--- config.mk ---
export PLATFORM = sky130hd
export DESIGN_NAME = jesd204b_tpl_rx_deframer
export DESIGN_NICKNAME = d
export VERILOG_FILES = /design/src/rtl/jesd204b_tpl_pkg.sv /design/src/rtl/jesd204b_tpl_word_unpack.sv /design/src/rtl/jesd204b_tpl_rx_deframer.sv
export SDC_FILE = /design/constraint.sdc
export NUM_CORES = 1
export LEC_CHECK = 0
export BUFFER_PORTS_ARGS = -buffer_cell sky130_fd_sc_hd__buf_2
export CORE_MARGIN = 10
export CORE_UTILIZATION = 47
export CTS_BUF_LIST = sky130_fd_sc_hd__clkbuf_8 sky130_fd_sc_hd__clkbuf_16
export CTS_CLUSTER_DIAMETER = 100
export DETAILED_ROUTE_END_ITERATION = 8
export GPL_TIMING_DRIVEN = 0
export PLACE_DENSITY = 0.81
export SLEW_MARGIN = 10
export SYNTH_ARGS = -nofsm -noshare
export SYNTH_HDL_FRONTEND = slang
export SYNTH_HIERARCHICAL = 1
export SYNTH_SLANG_ARGS = --single-unit
--- constraint.sdc ---
create_clock -name clk -period 1.9 [get_ports clk]
set_input_delay 0.57 -clock clk [delete_from_list [all_inputs] [get_ports clk]]
set_output_delay 0.57 -clock clk [all_outputs]
set_load 0.02 [all_outputs]
--- src/rtl/jesd204b_tpl_pkg.sv ---
`default_nettype none
// -----------------------------------------------------------------------------
// jesd204b_tpl_pkg : shared types, geometry helpers and parameter legality check
// Rev 1.0
// -----------------------------------------------------------------------------
package jesd204b_tpl_pkg;

   localparam int DEF_LANES    = 4;
   localparam int DEF_M        = 8;
   localparam int DEF_N        = 11;
   localparam int DEF_NP       = 16;
   localparam int DEF_CS       = 2;
   localparam int DEF_S        = 1;
   localparam int DEF_F        = 4;
   localparam int DEF_SIGN_EXT = 0;

   typedef enum logic [0:0] {PH0 = 1'b0, PH1 = 1'b1} phase_t;

   function automatic int fo_of(input int f);
      return (f <= 4) ? 4 / f : 1;
   endfunction

   function automatic int tail_of(input int np, input int n, input int cs);
      return np - n - cs;
   endfunction

   localparam int FO = fo_of(DEF_F);
   localparam int T  = tail_of(DEF_NP, DEF_N, DEF_CS);

   // LSB position of a lane octet; octet 0 is the most significant byte of the lane.
   function automatic int octet_bit(input int lane, input int octet);
      return lane * 32 + (3 - octet) * 8;
   endfunction

   function automatic int word_msb(input int frame_bits, input int np, input int w);
      return frame_bits - 1 - w * np;
   endfunction

   function automatic bit params_ok(input int lanes, input int m, input int n, input int np,
                                    input int cs, input int s, input int f);
      bit ok;
      ok = (f == 1) || (f == 2) || (f == 4) || (f == 8);
      ok = ok && (lanes >= 1) && (m >= 1) && (s >= 1) && (n >= 1) && (cs >= 0);
      ok = ok && (np % 4 == 0) && (tail_of(np, n, cs) >= 0);
      ok = ok && (lanes * f * 8 >= m * s * np) && ((lanes * f * 8) % np == 0);
      return ok;
   endfunction

endpackage
`default_nettype wire

--- src/rtl/jesd204b_tpl_word_unpack.sv ---
`default_nettype none
// -----------------------------------------------------------------------------
// jesd204b_tpl_word_unpack : splits one N'-bit word into sample, control and tail flag
// Rev 1.0
// -----------------------------------------------------------------------------
module jesd204b_tpl_word_unpack
   import jesd204b_tpl_pkg::*;
#(
   parameter int NP       = 16,
   parameter int N        = 11,
   parameter int CS       = 2,
   parameter int SIGN_EXT = 0
) (
   input  logic [NP-1:0]                             word,
   output logic [((SIGN_EXT != 0) ? NP : N)-1:0]     sample,
   output logic [((CS > 0) ? CS : 1)-1:0]            ctrl,
   output logic                                      tail_nz
);

   localparam int TAIL_W = tail_of(NP, N, CS);

   logic [N-1:0] raw;
   assign raw = word[NP-1 -: N];

   if (SIGN_EXT != 0 && NP > N) begin : g_sext
      assign sample = {{(NP - N){raw[N-1]}}, raw};
   end else begin : g_plain
      assign sample = raw;
   end

   if (CS > 0) begin : g_ctrl
      assign ctrl = word[NP-N-1 -: ((CS > 0) ? CS : 1)];
   end else begin : g_no_ctrl
      assign ctrl = 1'b0;
   end

   if (TAIL_W > 0) begin : g_tail
      assign tail_nz = |word[((TAIL_W > 0) ? TAIL_W : 1)-1:0];
   end else begin : g_no_tail
      assign tail_nz = 1'b0;
   end

endmodule
`default_nettype wire

--- src/rtl/jesd204b_tpl_rx_deframer.sv ---
`default_nettype none
// -----------------------------------------------------------------------------
// jesd204b_tpl_rx_deframer : JESD204B RX transport layer, link beats to converter samples
// Rev 1.0
// -----------------------------------------------------------------------------
module jesd204b_tpl_rx_deframer
   import jesd204b_tpl_pkg::*;
#(
   parameter int LANES    = DEF_LANES,
   parameter int M        = DEF_M,
   parameter int N        = DEF_N,
   parameter int NP       = DEF_NP,
   parameter int CS       = DEF_CS,
   parameter int S        = DEF_S,
   parameter int F        = DEF_F,
   parameter int SIGN_EXT = DEF_SIGN_EXT
) (
   input  logic                                                  clk,
   input  logic                                                  reset,
   input  logic                                                  link_valid,
   input  logic                                                  link_sof,
   input  logic [LANES*32-1:0]                                   link_data,
   output logic                                                  adc_valid,
   output logic [fo_of(F)*S*M*((SIGN_EXT != 0) ? NP : N)-1:0]    adc_data,
   output logic [fo_of(F)*S*M*((CS > 0) ? CS : 1)-1:0]           adc_ctrl,
   output logic                                                  tail_err,
   output logic [15:0]                                           tail_err_cnt,
   output logic                                                  align_err,
   input  logic                                                  clr_status
);

   localparam int NFO = fo_of(F);
   localparam int SW  = (SIGN_EXT != 0) ? NP : N;
   localparam int CW  = (CS > 0) ? CS : 1;
   localparam int NW  = M * S;
   localparam int FB  = LANES * F * 8;
   localparam int DW  = NFO * NW * SW;
   localparam int CTW = NFO * NW * CW;

   if (!params_ok(LANES, M, N, NP, CS, S, F)) begin : g_bad_params
      $error("jesd204b_tpl_rx_deframer: illegal LANES/M/N/NP/CS/S/F combination");
   end

   logic                      beat_done;
   logic                      align_hit;
   logic [NFO-1:0][FB-1:0]    frame_vec;

   if (F == 8) begin : g_f8
      phase_t                 phase_d, phase_q;
      logic [LANES*32-1:0]    hbuf_d, hbuf_q;

      // A sof always restarts the frame, so a sof on the second half discards the buffer.
      always_comb begin
         phase_d   = phase_q;
         hbuf_d    = hbuf_q;
         beat_done = 1'b0;
         align_hit = 1'b0;
         if (link_valid) begin
            if (link_sof || phase_q == PH0) begin
               hbuf_d    = link_data;
               phase_d   = PH1;
               align_hit = link_sof && (phase_q == PH1);
            end else begin
               phase_d   = PH0;
               beat_done = 1'b1;
            end
         end
      end

      always_ff @(posedge clk) begin
         if (reset) begin
            phase_q <= PH0;
            hbuf_q  <= '0;
         end else begin
            phase_q <= phase_d;
            hbuf_q  <= hbuf_d;
         end
      end

      for (genvar l = 0; l < LANES; l++) begin : g_lane
         for (genvar k = 0; k < 8; k++) begin : g_oct
            if (k < 4) begin : g_buf
               assign frame_vec[0][FB-1-(l*8+k)*8 -: 8] = hbuf_q[octet_bit(l, k) +: 8];
            end else begin : g_cur
               assign frame_vec[0][FB-1-(l*8+k)*8 -: 8] = link_data[octet_bit(l, k-4) +: 8];
            end
         end
      end
   end else begin : g_fle4
      logic unused_sof;
      assign unused_sof = link_sof;
      assign beat_done  = link_valid;
      assign align_hit  = 1'b0;

      for (genvar f = 0; f < NFO; f++) begin : g_frame
         for (genvar l = 0; l < LANES; l++) begin : g_lane
            for (genvar k = 0; k < F; k++) begin : g_oct
               assign frame_vec[f][FB-1-(l*F+k)*8 -: 8] = link_data[octet_bit(l, f*F+k) +: 8];
            end
         end
      end
   end

   logic [DW-1:0]             word_data;
   logic [CTW-1:0]            word_ctrl;
   logic [NFO-1:0][NW-1:0]    word_tnz;
   logic [NFO-1:0]            frame_tail;

   for (genvar f = 0; f < NFO; f++) begin : g_unpack_frame
      for (genvar w = 0; w < NW; w++) begin : g_unpack_word
         jesd204b_tpl_word_unpack #(
            .NP       (NP),
            .N        (N),
            .CS       (CS),
            .SIGN_EXT (SIGN_EXT)
         ) u_unpack (
            .word    (frame_vec[f][word_msb(FB, NP, w) -: NP]),
            .sample  (word_data[(f*NW+w)*SW +: SW]),
            .ctrl    (word_ctrl[(f*NW+w)*CW +: CW]),
            .tail_nz (word_tnz[f][w])
         );
      end
      assign frame_tail[f] = |word_tnz[f];
   end

   logic             s1_valid_d, s1_valid_q;
   logic [DW-1:0]    s1_data_d, s1_data_q;
   logic [CTW-1:0]   s1_ctrl_d, s1_ctrl_q;
   logic [NFO-1:0]   s1_tail_d, s1_tail_q;
   logic             s1_align_d, s1_align_q;

   logic             adc_valid_d, adc_valid_q;
   logic [DW-1:0]    adc_data_d, adc_data_q;
   logic [CTW-1:0]   adc_ctrl_d, adc_ctrl_q;
   logic             tail_err_d, tail_err_q;
   logic [15:0]      tail_err_cnt_d, tail_err_cnt_q;
   logic             align_err_d, align_err_q;
   logic [16:0]      n_err;
   logic [16:0]      cnt_sum;

   always_comb begin
      s1_valid_d = beat_done;
      s1_data_d  = beat_done ? word_data : s1_data_q;
      s1_ctrl_d  = beat_done ? word_ctrl : s1_ctrl_q;
      s1_tail_d  = beat_done ? frame_tail : '0;
      s1_align_d = align_hit;

      adc_valid_d = s1_valid_q;
      adc_data_d  = s1_valid_q ? s1_data_q : adc_data_q;
      adc_ctrl_d  = s1_valid_q ? s1_ctrl_q : adc_ctrl_q;

      n_err = '0;
      for (int i = 0; i < NFO; i++) begin
         n_err = n_err + {16'd0, s1_tail_q[i] & s1_valid_q};
      end
      cnt_sum        = {1'b0, tail_err_cnt_q} + n_err;
      tail_err_cnt_d = cnt_sum[16] ? 16'hFFFF : cnt_sum[15:0];
      tail_err_d     = tail_err_q | (n_err != 17'd0);
      align_err_d    = align_err_q | s1_align_q;

      // Clearing wins over the beat arriving in the same cycle; its errors are lost.
      if (clr_status) begin
         tail_err_cnt_d = '0;
         tail_err_d     = 1'b0;
         align_err_d    = 1'b0;
      end
   end

   always_ff @(posedge clk) begin
      if (reset) begin
         s1_valid_q     <= 1'b0;
         s1_data_q      <= '0;
         s1_ctrl_q      <= '0;
         s1_tail_q      <= '0;
         s1_align_q     <= 1'b0;
         adc_valid_q    <= 1'b0;
         adc_data_q     <= '0;
         adc_ctrl_q     <= '0;
         tail_err_q     <= 1'b0;
         tail_err_cnt_q <= '0;
         align_err_q    <= 1'b0;
      end else begin
         s1_valid_q     <= s1_valid_d;
         s1_data_q      <= s1_data_d;
         s1_ctrl_q      <= s1_ctrl_d;
         s1_tail_q      <= s1_tail_d;
         s1_align_q     <= s1_align_d;
         adc_valid_q    <= adc_valid_d;
         adc_data_q     <= adc_data_d;
         adc_ctrl_q     <= adc_ctrl_d;
         tail_err_q     <= tail_err_d;
         tail_err_cnt_q <= tail_err_cnt_d;
         align_err_q    <= align_err_d;
      end
   end

   assign adc_valid    = adc_valid_q;
   assign adc_data     = adc_data_q;
   assign adc_ctrl     = adc_ctrl_q;
   assign tail_err     = tail_err_q;
   assign tail_err_cnt = tail_err_cnt_q;
   assign align_err    = align_err_q;

endmodule
`default_nettype wire

==> metrics.md <==
| Metric | Value |
|---|---|
| Aggregate negative setup slack | 0 ns |
| Netlist area before placement | between 9000 and 10000 um2 |
| Setup repair after global routing missed its margin | true |
| Die extent in x | about 160 um |
| Worst Path Required | between 1 and 1.5 ns |
| Switching share of total power | a little under a quarter |
| Avg WL per Cell | approximately 17 um |
| Top-area cell type share of the netlist area | 50.6% |
| Data arrival at the endpoint of the critical path | 1.24 ns |
| Number of I/O port buffers | between 100 and 150 |
| Vias in the first global route | around 6600 |
| Reg2Reg Launch Point | adc_valid_d$_SDFF_PP0_ |
| Clk network pwr share | between 40% and 50% |
| Reg-to-reg endpoint | tail_err_cnt[13]$_SDFF_PP0_ |
| Level count of the clock H-tree | 1 |
| Number of max-slew violations in the final report | 0 |
| Logic pwr share | under 10% |
| Number of I/O pins | about 260 |
| Die area | about 25000 um2 |
| Clock insertion delay at the later pin of the skew report | about 0.5 ns |
| Total of flip-flops plus latches after synthesis | approximately 230 |
| Number of endpoints failing setup at the final stage | 0 |
| Crit path max fanout | 7 |
| Synthesized area per cell | 10.2 um2 |
| Sequential cell area fraction in the yosys report | 50.6% |
| Inserted Diodes | 0 |
| Hold-critical path depth | 3 |
| Kind of cell adding the most delay to the critical path | flip-flops |
| Proportion of layout cells with a drive suffix above 1 | 30.3% |
| TritonRoute pass-1 iters | 4 |
| Hold endpoint | s1_data_q[11]$_SDFFE_PP0P_ |
| Post-route DRC violation count | 0 |
| Routability Congestion | between 0.7 and 0.8 |
| Run status | completed |
| Final layout net count | around 1200 |
| Post-synth EDFFs | 0 |
| Grt total ovfl | 0 |
| Aggregate global-route resource usage | roughly 17% |
| Via/cell ratio | between 4 and 5 |
| Count of routing violations after the opening detailed-route iteration | between 200 and 250 |
| Global-route wire length before repair | about 35 mm |
| Internal reg-to-reg setup slack | about 0.1 ns |
| Achievable Freq | roughly 550 MHz |
| Final number of hold-violating endpoints | 0 |
| Worst path bufs/invs | 1 |
| Cells on worst reg2reg path | 6 |
| HP Start | link_data[5] |
| Die Ht | around 160 um |
| Critical Path Sink Type | output pin |
| Distinct cells, synth | 38 |
| Static leakage power | about 0.0052 uW |
| Maximum number of pins on one net before global-route repair | 15 |
| Root buffer selected by CTS | clkbuf_16 |
| Clock sink count | approximately 230 |
| Cell with the most instances after synthesis | dfxtp_1 |
| Vias | 6437 |
| Post-synth net total | 1020 |
| Area of the core region | around 19000 um2 |
| Register clock-pin slew on the reported worst setup and hold paths | ~0.060 ns |
| Top FF cell, synth | dfxtp_1 |
| Remaining max-slew budget at the tightest pin | about three fifths |
| Hold Slack | ~0.30 ns |
| Buffers from clock root to sink, at most | 3 |
| Initial antenna violation count | 0 |
| Synth async-reset ratio | 0% |
| Number of warning messages in the yosys log | 6 |
| Least-Margin Pin Slew | approximately 0.58 ns |
| Final standard cell area without fillers | 10900 um2 |
| Type of element launching the critical path | register |
| Critical path type | reg2out |
| Power density of the placed cells | ~970 nW/um2 |
| Initial cell density of the core | 48.1% |
| Placed Area | 10100 um2 |
| Max incr delay on CP | 0.50 ns |
| Type of the tightest min-delay check | in2reg |
| Most frequent cells after synthesis | 228 x dfxtp_1, 212 x nor2_1, 208 x mux2i_1, 108 x buf_4, 23 x clkbuf_1 |
| Number of buffers inserted during clock tree synthesis | 24 |
| Reported max-cap violation count | 0 |
| Clock tree from TritonCTS | done |
| Final critical-path share of the clock period | between 90% and 100% |
| Switching Power | 2410 uW |
| Share of total power in sequential cells | between 40 and 50% |
| Slowest-stage cell, CP | dfxtp_1 |
| Standard-cell row count | 50 |
| Detailed Route WL | approximately 22 mm |
| Number of nets with antenna violations after detailed routing | 0 |
| CTS Hold Buffers Added | 0 |
| Post-DP HPWL | around 16 mm |
| Cell type with the largest total area after synthesis | dfxtp_1 |
| Gate Count Post-Synth | around 890 |
| Crit path time final | around 1.8 ns |
| Cell internal pwr | ~8200 uW |
| Area Overhead vs Synth | 20.9% |
| Ordered list of cells on the worst path | buf_2 |
| Clock tree skew after final layout | between 0.01 and 0.015 ns |
| Cell types with the largest area share after synthesis | dfxtp_1 51%, mux2i_1 23%, buf_4 9.0%, nor2_1 8.8%, buf_2 1.2% |
| Peak ir drop on the vdd network | about 0.75 mV |
state kept, by name, summed over array words and instances (netlist names):
register	cells
adc_ctrl	16
adc_data	88
tail_err_cnt	16
adc_valid_d	1
s1_tail_q	1
s1_data_q	88
s1_ctrl_q	16
tail_err	1
adc_valid	1
area by class of cell:
class                           instances  area [um2]
Sequential cell                       228        4570
Clock inverter                         16         135
Multi-Input combinational cell        495        3450
Clock buffer                           28         667
Buffer                                155        1030
Fill cell                            1600        7860
Inverter                                5        18.8
Tap cell                              234         293
Timing Repair Buffer                  149         748
stage by stage:
stage	total power (uW)	instances	util, %	setup slack [ns]
2_1_floorplan	5850	885	-	0.0172
3_3_place_gp	6070	1267	53.6	-0.496
3_5_place_dp	6090	1267	53.6	-0.529
4_1_cts	10700	1310	58.0	0.0111
5_1_grt	11000	1310	58.1	-0.0166
6_report	10600	1310	58.1	0.0937
cells by family after synthesis:
family          after synthesis  synth area share [%]
compound gates               26                  1.91
mux                         208                  23.1
flops                       228                  50.6
buf+inv                     162                  11.5
xor+xnor                      3                 0.291
simple gates                255                  12.3
fa+ha+maj                     2                 0.277
other cells                   1                0.0416
routing by layer:
metal  part of all wire [%]  track usage, %
met2                     48            28.0
met4                    2.3            5.29
met3                    7.3            4.75
met1                     42            20.7
met5                      0               0
how the worst max path moves through the flow:
stage	depth (start not counted)	slack, ns	endpoint	startpoint
2_1_floorplan	7	0.02	tail_err_cnt[7]$_SDFF_PP0_	adc_valid_d$_SDFF_PP0_
3_3_place_gp	8	-0.50	tail_err_cnt[9]$_SDFF_PP0_	adc_valid_d$_SDFF_PP0_
3_5_place_dp	8	-0.53	tail_err_cnt[0]$_SDFF_PP0_	adc_valid_d$_SDFF_PP0_
4_1_cts	5	0.01	s1_data_q[25]$_SDFFE_PP0P_	reset
5_1_grt	6	-0.02	tail_err_cnt[13]$_SDFF_PP0_	adc_valid_d$_SDFF_PP0_
6_report	1	0.09	tail_err_cnt[1]	tail_err_cnt[1]$_SDFF_PP0_
power by group through the flow:
stage                     sequential, uW  combinational (uW)  clock [uW]
final                               5070                 918        4630
after global routing                5090                1010        4950
after CTS                           5070                 930        4750
after detailed placement            5170                 925           0
after global placement              5160                 911           0
after floorplan                     5220                 625           0
cells in the final DEF, fill, tap and decap left out, drive strengths merged:
master / synthesis / routed
or3: 10 / 10
clkinv: 0 / 6
nand4b: 1 / 1
xnor2: 2 / 2
o41ai: 1 / 1
nor3: 2 / 2
a21boi: 1 / 1
o21ai: 3 / 3
mux2i: 208 / 208
conb: 1 / 1
a21oi: 5 / 5
a31oi: 8 / 8
nand4: 6 / 6
a211oi: 1 / 1
buf: 134 / 283
a31o: 1 / 1
and4: 4 / 4
o31ai: 2 / 2
and3: 2 / 2
nor4: 4 / 4
clkinvlp: 0 / 1
bufinv: 0 / 2
or4: 3 / 3
nand2b: 1 / 1
clkbuf: 23 / 49
xor2: 1 / 1
nand2: 4 / 4
nor2b: 2 / 2
and2: 2 / 2
nor2: 212 / 212
dfxtp: 228 / 228
nand3: 1 / 1
a41oi: 3 / 3
inv: 5 / 12
or2: 1 / 1
ha: 2 / 2
a311oi: 1 / 1
worst register-to-register path, cell delays in order (launching register included):
cell	delay (ns)
dfxtp_4	0.36
buf_12	0.13
and2_4	0.17
ha_1	0.19
nand4_2	0.18
or4_1	0.51
a31oi_1	0.18
timing repair:
item / 4_1_cts / 5_1_grt
pin swaps: 0 / 0
setup endpoints to repair: 16 / 58
hold endpoints to repair: 0 / 0
gates resized for setup: 7 / 2
gates cloned: 0 / 0
buffers inserted: 0 / 1
Power figures use the tool's default switching activity.
